## src/rtl/jt900h_shift_seq_pkg.sv

```systemverilog
// Shared shift-opcode and operand-size encodings for the TLCS-900H shift sequencer
// and its decoder, plus small width helpers.
package jt900h_shift_seq_pkg;

    localparam int DATA_W = 32;

    typedef enum logic [2:0] {
        OP_RLC = 3'd0,
        OP_RRC = 3'd1,
        OP_RL  = 3'd2,
        OP_RR  = 3'd3,
        OP_SLA = 3'd4,
        OP_SRA = 3'd5,
        OP_SLL = 3'd6,
        OP_SRL = 3'd7
    } shift_op_e;

    typedef enum logic [1:0] {
        SZ_BYTE = 2'd0,
        SZ_WORD = 2'd1,
        SZ_LONG = 2'd2
    } size_e;

    typedef enum logic [1:0] {
        ST_IDLE = 2'd0,
        ST_RUN  = 2'd1,
        ST_DONE = 2'd2
    } state_e;

    // bs wins over ws; neither set selects a 32-bit operand
    function automatic size_e decode_size(input logic bs, input logic ws);
        if (bs)
            return SZ_BYTE;
        else if (ws)
            return SZ_WORD;
        else
            return SZ_LONG;
    endfunction

    function automatic logic [DATA_W-1:0] size_mask(input size_e sz);
        case (sz)
            SZ_BYTE: return 32'h0000_00FF;
            SZ_WORD: return 32'h0000_FFFF;
            default: return 32'hFFFF_FFFF;
        endcase
    endfunction

    function automatic logic [4:0] msb_index(input size_e sz);
        case (sz)
            SZ_BYTE: return 5'd7;
            SZ_WORD: return 5'd15;
            default: return 5'd31;
        endcase
    endfunction

    // even opcodes move bits towards the msb
    function automatic logic is_left(input shift_op_e op);
        return ~op[0];
    endfunction

endpackage

```

## src/rtl/jt900h_shift_seq_if.sv

```systemverilog
// Operand/result bus between the instruction sequencer and the shift engine.
interface jt900h_shift_seq_if;

    logic        start;
    logic [2:0]  op;
    logic        bs;
    logic        ws;
    logic [3:0]  cnt;
    logic [31:0] op0;
    logic        cin;

    logic        busy;
    logic        done;
    logic [31:0] rslt;
    logic        c;
    logic        z;
    logic        n;
    logic        v;

    modport master (
        output start, op, bs, ws, cnt, op0, cin,
        input  busy, done, rslt, c, z, n, v
    );

    modport slave (
        input  start, op, bs, ws, cnt, op0, cin,
        output busy, done, rslt, c, z, n, v
    );

endinterface

```

## src/rtl/jt900h_shift_step.sv

```systemverilog
// Combinational single-bit shift/rotate on the active operand width; bits above
// the active width pass through untouched.
module jt900h_shift_step
    import jt900h_shift_seq_pkg::*;
(
    input  logic [31:0] value,
    input  shift_op_e   op,
    input  size_e       size,
    input  logic        carry,
    output logic [31:0] next_value,
    output logic        next_carry
);

    logic [4:0]  msb_idx;
    logic [31:0] mask;
    logic        msb;
    logic        lsb;
    logic        fill_l;
    logic        fill_r;
    logic [31:0] shl;
    logic [31:0] shr;

    assign msb_idx = msb_index(size);
    assign mask    = size_mask(size);
    assign msb     = value[msb_idx];
    assign lsb     = value[0];

    always_comb begin
        fill_l = 1'b0;
        fill_r = 1'b0;
        case (op)
            OP_RLC:  fill_l = msb;
            OP_RL:   fill_l = carry;
            OP_RRC:  fill_r = lsb;
            OP_RR:   fill_r = carry;
            OP_SRA:  fill_r = msb;
            default: begin
                fill_l = 1'b0;
                fill_r = 1'b0;
            end
        endcase
    end

    assign shl = {value[30:0], fill_l};

    // right shift injects the fill bit at the active msb rather than bit 31
    genvar gi;
    generate
        for (gi = 0; gi < 32; gi++) begin : g_shr
            if (gi == 31) begin : g_top
                assign shr[gi] = (msb_idx == 5'(gi)) ? fill_r : 1'b0;
            end else begin : g_mid
                assign shr[gi] = (msb_idx == 5'(gi)) ? fill_r : value[gi+1];
            end
        end
    endgenerate

    assign next_value = ((is_left(op) ? shl : shr) & mask) | (value & ~mask);
    assign next_carry = is_left(op) ? msb : lsb;

endmodule

```

## src/rtl/jt900h_shift_seq.sv

```systemverilog
// Iterative shift/rotate engine: one bit per enabled cycle, count 1..16, with
// registered result and C/Z/N/V flags.
module jt900h_shift_seq
    import jt900h_shift_seq_pkg::*;
(
    input  logic             clk,
    input  logic             rst,
    input  logic             cen,
    jt900h_shift_seq_if.slave bus
);

    state_e      state_reg;
    shift_op_e   op_reg;
    size_e       size_reg;
    logic [31:0] work_reg;
    logic        carry_reg;
    logic [4:0]  count_reg;

    logic        busy_reg;
    logic        done_reg;
    logic [31:0] rslt_reg;
    logic        c_reg;
    logic        z_reg;
    logic        n_reg;
    logic        v_reg;

    logic [31:0] step_value;
    logic        step_carry;
    logic [31:0] active_bits;
    logic        flag_z;
    logic        flag_n;
    logic        flag_v;

    jt900h_shift_step u_step (
        .value      (work_reg),
        .op         (op_reg),
        .size       (size_reg),
        .carry      (carry_reg),
        .next_value (step_value),
        .next_carry (step_carry)
    );

    // bits outside the active width are masked so they cannot disturb Z or parity
    assign active_bits = work_reg & size_mask(size_reg);
    assign flag_z      = (active_bits == 32'd0);
    assign flag_n      = work_reg[msb_index(size_reg)];
    assign flag_v      = ~^active_bits;

    always_ff @(posedge clk or negedge rst) begin
        if (!rst) begin
            state_reg <= ST_IDLE;
            op_reg    <= OP_RLC;
            size_reg  <= SZ_BYTE;
            work_reg  <= 32'd0;
            carry_reg <= 1'b0;
            count_reg <= 5'd0;
            busy_reg  <= 1'b0;
            done_reg  <= 1'b0;
            rslt_reg  <= 32'd0;
            c_reg     <= 1'b0;
            z_reg     <= 1'b0;
            n_reg     <= 1'b0;
            v_reg     <= 1'b0;
        end else if (cen) begin
            done_reg <= 1'b0;
            case (state_reg)
                ST_IDLE: begin
                    if (bus.start) begin
                        op_reg    <= shift_op_e'(bus.op);
                        size_reg  <= decode_size(bus.bs, bus.ws);
                        work_reg  <= bus.op0;
                        carry_reg <= bus.cin;
                        count_reg <= (bus.cnt == 4'd0) ? 5'd16 : {1'b0, bus.cnt};
                        busy_reg  <= 1'b1;
                        state_reg <= ST_RUN;
                    end
                end
                ST_RUN: begin
                    work_reg  <= step_value;
                    carry_reg <= step_carry;
                    count_reg <= count_reg - 5'd1;
                    if (count_reg == 5'd1) begin
                        busy_reg  <= 1'b0;
                        state_reg <= ST_DONE;
                    end
                end
                ST_DONE: begin
                    done_reg  <= 1'b1;
                    rslt_reg  <= work_reg;
                    c_reg     <= carry_reg;
                    z_reg     <= flag_z;
                    n_reg     <= flag_n;
                    v_reg     <= flag_v;
                    state_reg <= ST_IDLE;
                end
                default: begin
                    busy_reg  <= 1'b0;
                    state_reg <= ST_IDLE;
                end
            endcase
        end
    end

    assign bus.busy = busy_reg;
    assign bus.done = done_reg;
    assign bus.rslt = rslt_reg;
    assign bus.c    = c_reg;
    assign bus.z    = z_reg;
    assign bus.n    = n_reg;
    assign bus.v    = v_reg;

endmodule

```

## src/flat_wrapper.sv

```systemverilog
// flat-port wrapper written by rule: the top's interface ports become plain ports
module jt900h_shift_seq_flat import jt900h_shift_seq_pkg::*;
  (clk, rst, cen, bus_start, bus_op, bus_bs, bus_ws, bus_cnt, bus_op0, bus_cin, bus_busy, bus_done, bus_rslt, bus_c, bus_z, bus_n, bus_v);
  jt900h_shift_seq_if bus_i ();
  input  logic clk;
  input  logic rst;
  input  logic cen;
  input wire logic [$bits(bus_i.start)-1:0] bus_start;
  input wire logic [$bits(bus_i.op)-1:0] bus_op;
  input wire logic [$bits(bus_i.bs)-1:0] bus_bs;
  input wire logic [$bits(bus_i.ws)-1:0] bus_ws;
  input wire logic [$bits(bus_i.cnt)-1:0] bus_cnt;
  input wire logic [$bits(bus_i.op0)-1:0] bus_op0;
  input wire logic [$bits(bus_i.cin)-1:0] bus_cin;
  output wire logic [$bits(bus_i.busy)-1:0] bus_busy;
  output wire logic [$bits(bus_i.done)-1:0] bus_done;
  output wire logic [$bits(bus_i.rslt)-1:0] bus_rslt;
  output wire logic [$bits(bus_i.c)-1:0] bus_c;
  output wire logic [$bits(bus_i.z)-1:0] bus_z;
  output wire logic [$bits(bus_i.n)-1:0] bus_n;
  output wire logic [$bits(bus_i.v)-1:0] bus_v;
  assign bus_i.start = bus_start;
  assign bus_i.op = bus_op;
  assign bus_i.bs = bus_bs;
  assign bus_i.ws = bus_ws;
  assign bus_i.cnt = bus_cnt;
  assign bus_i.op0 = bus_op0;
  assign bus_i.cin = bus_cin;
  assign bus_busy = bus_i.busy;
  assign bus_done = bus_i.done;
  assign bus_rslt = bus_i.rslt;
  assign bus_c = bus_i.c;
  assign bus_z = bus_i.z;
  assign bus_n = bus_i.n;
  assign bus_v = bus_i.v;
  jt900h_shift_seq u_core (.clk(clk), .rst(rst), .cen(cen), .bus(bus_i));
endmodule
```

## config.mk

```make
export PLATFORM = sky130hd
export DESIGN_NAME = jt900h_shift_seq_flat
export DESIGN_NICKNAME = d
export VERILOG_FILES = /design/src/rtl/jt900h_shift_seq_pkg.sv /design/src/rtl/jt900h_shift_seq_if.sv /design/src/rtl/jt900h_shift_step.sv /design/src/rtl/jt900h_shift_seq.sv /design/src/flat_wrapper.sv
export SDC_FILE = /design/constraint.sdc
export NUM_CORES = 1
export LEC_CHECK = 0
export ABC_AREA = 1
export BUFFER_PORTS_ARGS = -buffer_cell sky130_fd_sc_hd__buf_2
export CORE_ASPECT_RATIO = 1.4
export CORE_MARGIN = 1
export CORE_UTILIZATION = 55
export CTS_BUF_LIST = sky130_fd_sc_hd__clkbuf_8
export DETAILED_ROUTE_END_ITERATION = 8
export GPL_TIMING_DRIVEN = 0
export PLACE_DENSITY_LB_ADDON = 0.3
export SLEW_MARGIN = 20
export SYNTH_ARGS = -nofsm -noshare
export SYNTH_HDL_FRONTEND = slang
export SYNTH_SLANG_ARGS = --single-unit
```

## constraint.sdc

```tcl
create_clock -name clk -period 3.65 [get_ports clk]
set_input_delay 0.73 -clock clk [delete_from_list [all_inputs] [get_ports clk]]
set_output_delay 0.73 -clock clk [all_outputs]
set_load 0.05 [all_outputs]
```

==> impl_metrics.env, run 1 <==
export IMPL_outcome="complete, no violations"
export IMPL_rrSetupSlack_ns=1.41
export IMPL_die_h_um=110
export IMPL_grt_total_usage_pct=28.9
export IMPL_endpoint="u_core.bus.v"
export IMPL_synth_nets=637
export IMPL_finalSetupViolations=0
export IMPL_timing_final_crit_share_pct=61.3
export IMPL_relSlewSlack_pct=58.3
export IMPL_yosysWarnings=0
export IMPL_fmax_ghz=0.447
export IMPL_area_growth_pct=16.8
export IMPL_rsz0062_at_grt="no"
export IMPL_ant_nets=0
export IMPL_startpoint="u_core.size_reg[1]"
export IMPL_dieArea_um2=8680
export IMPL_clkLatencyLatePin_ns=0.36
export IMPL_finalCoreUtilization_pct=65.9
export IMPL_synth_distinct_cells=33
export IMPL_slew_viol_final=0
export IMPL_synth_seq_cells=83
export IMPL_cts_sinks=83
export IMPL_synth_cells=573
export IMPL_drive_above_1_share_pct=19.6
export IMPL_power_leakage_nw=2.69
export IMPL_r2r_start="u_core.size_reg[1]"
export IMPL_clockBufferDepth=2
export IMPL_fp_dieW_um=79.0
export IMPL_worstPathArrival_ns=2.49
export IMPL_power_density_nw_per_um2=1080
export IMPL_peakVddDrop_mv=0.654
export IMPL_cts_root_buf="clkbuf_8"
export IMPL_ff2ff_path_depth=12
export IMPL_fin_crit_ns=2.24
export IMPL_cap_violations=0
export IMPL_netlist_top_cell_by_area="dfrtp_1"
export IMPL_io_pins=84
export IMPL_skew_ns=0.00716
export IMPL_place_gp_congestion=0.874
export IMPL_yosysTopAreaCellShare_pct=45.5
export IMPL_synthTopCellsByArea="dfrtp_1, nand2_1, o21ai_0"
export IMPL_ctsHoldBuffers=0
export IMPL_vias=4245
export IMPL_vias_per_cell=5.48
export IMPL_first_global_vias=4160
export IMPL_grt_max_degree=58
export IMPL_async_flop_share_pct=100
export IMPL_n_antenna_cell=0
export IMPL_setup_ws_ns=1.41
export IMPL_synth_edf_count=0
export IMPL_row_count=39
export IMPL_grt_antenna_before_repair=0
export IMPL_synth_area_um2=4570
export IMPL_hold_viol=0
export IMPL_drtIter0Drc=284
export IMPL_worstSetupStartpointType="flop"
export IMPL_worst_pin_slew_ns=0.625
export IMPL_cts_resized=0
export IMPL_r2r_end="u_core.bus.v"
export IMPL_grt_pass1_wl_mm=19.2
export IMPL_pre_cts_slack_ns=1.42
export IMPL_initial_core_util_pct=56.4
export IMPL_avgRoutedWirePerCell_um=15.0
export IMPL_hold_path_class="in -> async"
export IMPL_route_detailed_drc=0
export IMPL_nNetsFinal=732
export IMPL_cp_max_fo=10
export IMPL_crit_type="reg -> reg"
export IMPL_worstPathRequired_ns=3.91
export IMPL_grt_overflow=0
export IMPL_cts_made_buffers=9
export IMPL_end_kind="flop"
export IMPL_finalWirelength_mm=11.6
export IMPL_syn_avg_cell_area_um2=7.97
export IMPL_cts_tree="done"
export IMPL_cts_clk_slew_worst_paths_ns=0.08
export IMPL_fp_coreArea_um2=8100
export IMPL_drt_pass1_iter_count=7
export IMPL_io_buffers=83
export IMPL_post_cts_setup_buffers=0
export IMPL_fin_tns_setup_ns=0
export IMPL_cts_htree_levels=3
export IMPL_ys_flop_type="dfrtp_1"
export IMPL_ys_seq_area_share_pct=45.5
export IMPL_hpwl_mm=8.55
==> cells in the mapped netlist, types with 7 or more instances <==
master,count
ha_1,18
a22oi_1,8
o21ai_2,12
xor2_1,7
nand2_1,162
nor2_1,27
inv_1,49
o21ai_1,22
a21oi_1,40
xnor2_1,10
o21ai_0,70
dfrtp_1,83
clkbuf_1,14
nand3_1,8
==> logic make-up (layout without fill, tap and decap cells) <==
| family | after synthesis | in the layout | synth area share (%) |
|---|---|---|---|
| buffers and inverters | 82 | 181 | 7.78 |
| AO/OA/AOI/OAI | 162 | 162 | 20.1 |
| AND/OR/NAND/NOR | 211 | 211 | 18.5 |
| flip-flops | 83 | 83 | 45.5 |
| XOR/XNOR | 17 | 17 | 3.26 |
| adder cells (fa/ha/maj) | 18 | 18 | 4.93 |
==> worst min-delay path by stage <==
stage          cells after the start                    endpoint           startpoint  slack, ns
2_1_floorplan                      0  asynchronous set/reset pin                  rst       0.43
5_1_grt                            1         u_core.bus.rslt[22]                  rst       0.30
4_1_cts                            1         u_core.bus.rslt[22]                  rst       0.29
3_3_place_gp                       2         u_core.bus.rslt[31]  u_core.bus.rslt[31]       0.46
3_5_place_dp                       2             u_core.bus.done      u_core.bus.done       0.47
6_report                           1         u_core.bus.rslt[22]                  rst       0.28
==> worst max-delay path: stages, from the launching register on <==
cell and delay [ns]:
dfrtp_1 0.36, buf_2 0.18, nor2_1 0.25, inv_2 0.14, nand2_1 0.14, ha_1 0.26
xnor2_1 0.27, xor2_1 0.22, nand2_1 0.08, nand2_1 0.07, nand2_1 0.05, nand3_1 0.07
nand2_1 0.05
==> where the power goes <==
| part | internal, mW | switching (mW) | total, mW |
|---|---|---|---|
| Sequential | 1.35 | 0.300 | 1.65 |
| Clock | 0.344 | 0.322 | 0.667 |
| Combinational | 1.06 | 2.36 | 3.42 |
==> routing by layer <==
metal / up-vias / wire length (um) / share of wire, % / GRT usage, %
met5: - / 0 / 0 / 0
met4: 0 / 262 / 2.3 / 14.4
met3: 19 / 437 / 3.8 / 3.90
met2: 109 / 5990 / 52 / 50.9
met1: 2047 / 4910 / 42 / 34.4
li1: 2070 / - / - / -
==> metrics by stage <==
stage / area (um2) / std cells / hold slack, ns / power [mW]
after floorplan: 4570 / 573 / 0.434 / 4.23
after global placement: 5110 / 758 / 0.458 / 4.94
after detailed placement: 5140 / 759 / 0.470 / 5.05
after CTS: 5340 / 774 / 0.285 / 5.73
after global routing: 5340 / 774 / 0.295 / 6.20
final: 5340 / 774 / 0.277 / 5.74
==> layout by cell type, fill, tap and decap left out, drive strengths merged, types with 9 or more instances in the layout <==
master  instances
a21oi          41
a22oi           9
buf            98
clkbuf         25
dfrtp          83
ha             18
inv            56
nand2         162
nor2           30
o21ai         104
xnor2          10
==> final cells by class <==
type,instances,area [um2]
Fill cell,754,2760
Timing Repair Buffer,84,445
Inverter,54,203
Tap cell,102,128
Clock buffer,11,151
Sequential cell,83,2080
Multi-Input combinational cell,408,2140
Clock inverter,4,42.5
Buffer,28,153
(Power assumes the default switching activity.)
==> run 2, diff against run 1 <==
==> constraint.sdc (replaced) <==
create_clock -name clk -period 2.07 [get_ports clk]
set_input_delay 0.414 -clock clk [delete_from_list [all_inputs] [get_ports clk]]
set_output_delay 0.414 -clock clk [all_outputs]
set_load 0.05 [all_outputs]
==> impl_metrics.env, run 2 (synthesis gave the netlist of run 1 again) <==
export IMPL_ff2ff_path_depth=12
export IMPL_area_growth_pct=18.9
export IMPL_relSlewSlack_pct=58.9
export IMPL_avgRoutedWirePerCell_um=15.1
export IMPL_drtIter0Drc=254
export IMPL_vias=4293
export IMPL_worstPathArrival_ns=2.24
export IMPL_switching_power_mw=5.36
export IMPL_ant_nets=0
export IMPL_cts_made_buffers=9
export IMPL_worstPathRequired_ns=2.33
export IMPL_vias_per_cell=5.53
export IMPL_cp_max_fo=10
export IMPL_clockBufferDepth=2
export IMPL_min_delay_start="bus_bs"
export IMPL_route_detailed_drc=0
export IMPL_pwr_share_clk_pct=11.5
export IMPL_rrSetupSlack_ns=0.1
export IMPL_hold_path_class="in -> reg"
export IMPL_cts_clk_slew_worst_paths_ns=0.08
export IMPL_swShare_pct=51.8
export IMPL_seq_power_share_pct=28.2
export IMPL_drt_pass1_iter_count=5
export IMPL_power_leakage_nw=2.72
export IMPL_initial_core_util_pct=56.4
export IMPL_final_cells=776
export IMPL_nNetsFinal=734
export IMPL_critical_path_most_common_cell="nand2_1"
export IMPL_finalWirelength_mm=11.7
export IMPL_combPwrFrac_pct=60.3
export IMPL_row_count=39
export IMPL_layout_common_cells="nand2_1, buf_2, dfrtp_1"
export IMPL_r2r_start="u_core.size_reg[1]"
export IMPL_hold_viol=0
export IMPL_io_buffers=83
export IMPL_max_stage_delay_ns=0.38
export IMPL_p_int_mw=4.98
export IMPL_pre_cts_slack_ns=-0.159
export IMPL_end_kind="flop"
export IMPL_grt_antenna_before_repair=0
export IMPL_setup_ws_ns=0.0991
export IMPL_grt_pass1_wl_mm=19.2
export IMPL_n_antenna_cell=0
export IMPL_clkLatencyLatePin_ns=0.37
export IMPL_fin_crit_ns=1.97
export IMPL_cts_htree_levels=3
export IMPL_cts_tree="done"
export IMPL_fmax_ghz=0.507
export IMPL_power_density_nw_per_um2=1900
export IMPL_whs_path_depth=2
export IMPL_worstSetupStartpointType="flop"
export IMPL_crit_chain="buf_6 > nor2_4 > inv_4 > nand2_1 > ha_1 > xor2_2 > xor2_1 > nand2_1 > nand2_1 > nand2_1 > nand3_1 > nand2_1"
export IMPL_grt_overflow=0
export IMPL_hold_path_end="u_core.size_reg[1]"
export IMPL_worst_pin_slew_ns=0.617
export IMPL_skew_ns=0.00612
export IMPL_place_gp_congestion=0.874
export IMPL_fp_coreArea_um2=8100
export IMPL_cts_sinks=83
export IMPL_hpwl_mm=8.55
export IMPL_cts_root_buf="clkbuf_8"
export IMPL_fp_dieW_um=79.0
export IMPL_die_h_um=110
export IMPL_critPathSlowestCell="dfrtp_1"
export IMPL_peakVddDrop_mv=1.15
export IMPL_crit_type="reg -> reg"
export IMPL_grt_max_degree=58
export IMPL_final_common_cell="nand2_1"
export IMPL_io_pins=84
export IMPL_fin_tns_setup_ns=0
export IMPL_dieArea_um2=8680
export IMPL_drive_above_1_share_pct=21.2
export IMPL_first_global_vias=4163
export IMPL_slew_viol_final=0
export IMPL_finalSetupViolations=0
export IMPL_grt_total_usage_pct=28.9
export IMPL_place_inst=759
export IMPL_r2r_end="u_core.bus.v"
export IMPL_timing_final_crit_share_pct=95.2
export IMPL_cap_violations=0
export IMPL_outcome="complete, no violations"
## run 2: changes by cell type in the layout (fill, tap and decap cells not counted), moves of 2 or more
cell / previous run / this run
xnor2_2: 0 / 5
buf_6: 4 / 6
xnor2_1: 10 / 5
xor2_1: 7 / 5
xor2_2: 0 / 2
## run 2: final cells by class
class	instances	area (um2)
clock inverter	4	42.5
buffer	28	166
timing repair buffer	86	463
clock buffer	11	151
inverter	54	205
multi-input combinational	408	2200
fill	739	2670
sequential	83	2080
tap	102	128
## run 2: layer usage
layer  global-route usage [%]  part of all wire (%)
met4                     14.4                   2.2
met1                     34.4                    42
met5                        0                     0
met3                     3.90                   4.0
met2                     50.9                    52
## run 2: critical path: cells and delay by family (launching register included)
kind,cells,cell delay (ns)
buf+inv,2,0.23
xor+xnor,2,0.43
simple gates,7,0.57
flops,1,0.38
fa+ha+maj,1,0.26
## run 2: metrics by stage
step                      util (%)  power (mW)  hold WS [ns]  area [um2]
after floorplan                  -        7.47         0.118        4570
after global placement        63.1        8.71         0.458        5110
after detailed placement      63.5        8.90         0.359        5140
after CTS                     66.3        10.2         0.234        5370
after global routing          67.1        11.1         0.250        5430
final                         67.1        10.3         0.237        5430
## run 2: how the worst max path moves through the flow
stage | from | end | slack (ns) | cells after the start
3_3_place_gp | u_core.size_reg[1] | u_core.bus.v | -0.09 | 11
4_1_cts | u_core.size_reg[1] | u_core.bus.v | 0.05 | 12
3_5_place_dp | u_core.size_reg[1] | u_core.bus.v | -0.16 | 12
2_1_floorplan | u_core.size_reg[1] | u_core.bus.v | 0.12 | 11
5_1_grt | u_core.size_reg[1] | u_core.bus.v | -0.01 | 12
6_report | u_core.size_reg[1] | u_core.bus.v | 0.1 | 12
## run 2: timing repair
item,CTS,global route
pin swaps,0,6
hold buffers,1,0
setup buffers,0,1
hold endpoints to repair,26,0
gates cloned,0,0
setup endpoints to repair,1,1
gates resized for setup,6,10
## run 2: power by group through the flow
| stage | clock [mW] | sequential (mW) | combinational (mW) |
|---|---|---|---|
| final | 1.18 | 2.91 | 6.23 |
| after CTS | 1.18 | 2.90 | 6.07 |
| after global placement | 0 | 2.89 | 5.83 |
| after global routing | 1.25 | 2.99 | 6.89 |
| after floorplan | 0 | 4.05 | 3.42 |
| after detailed placement | 0 | 2.92 | 5.99 |
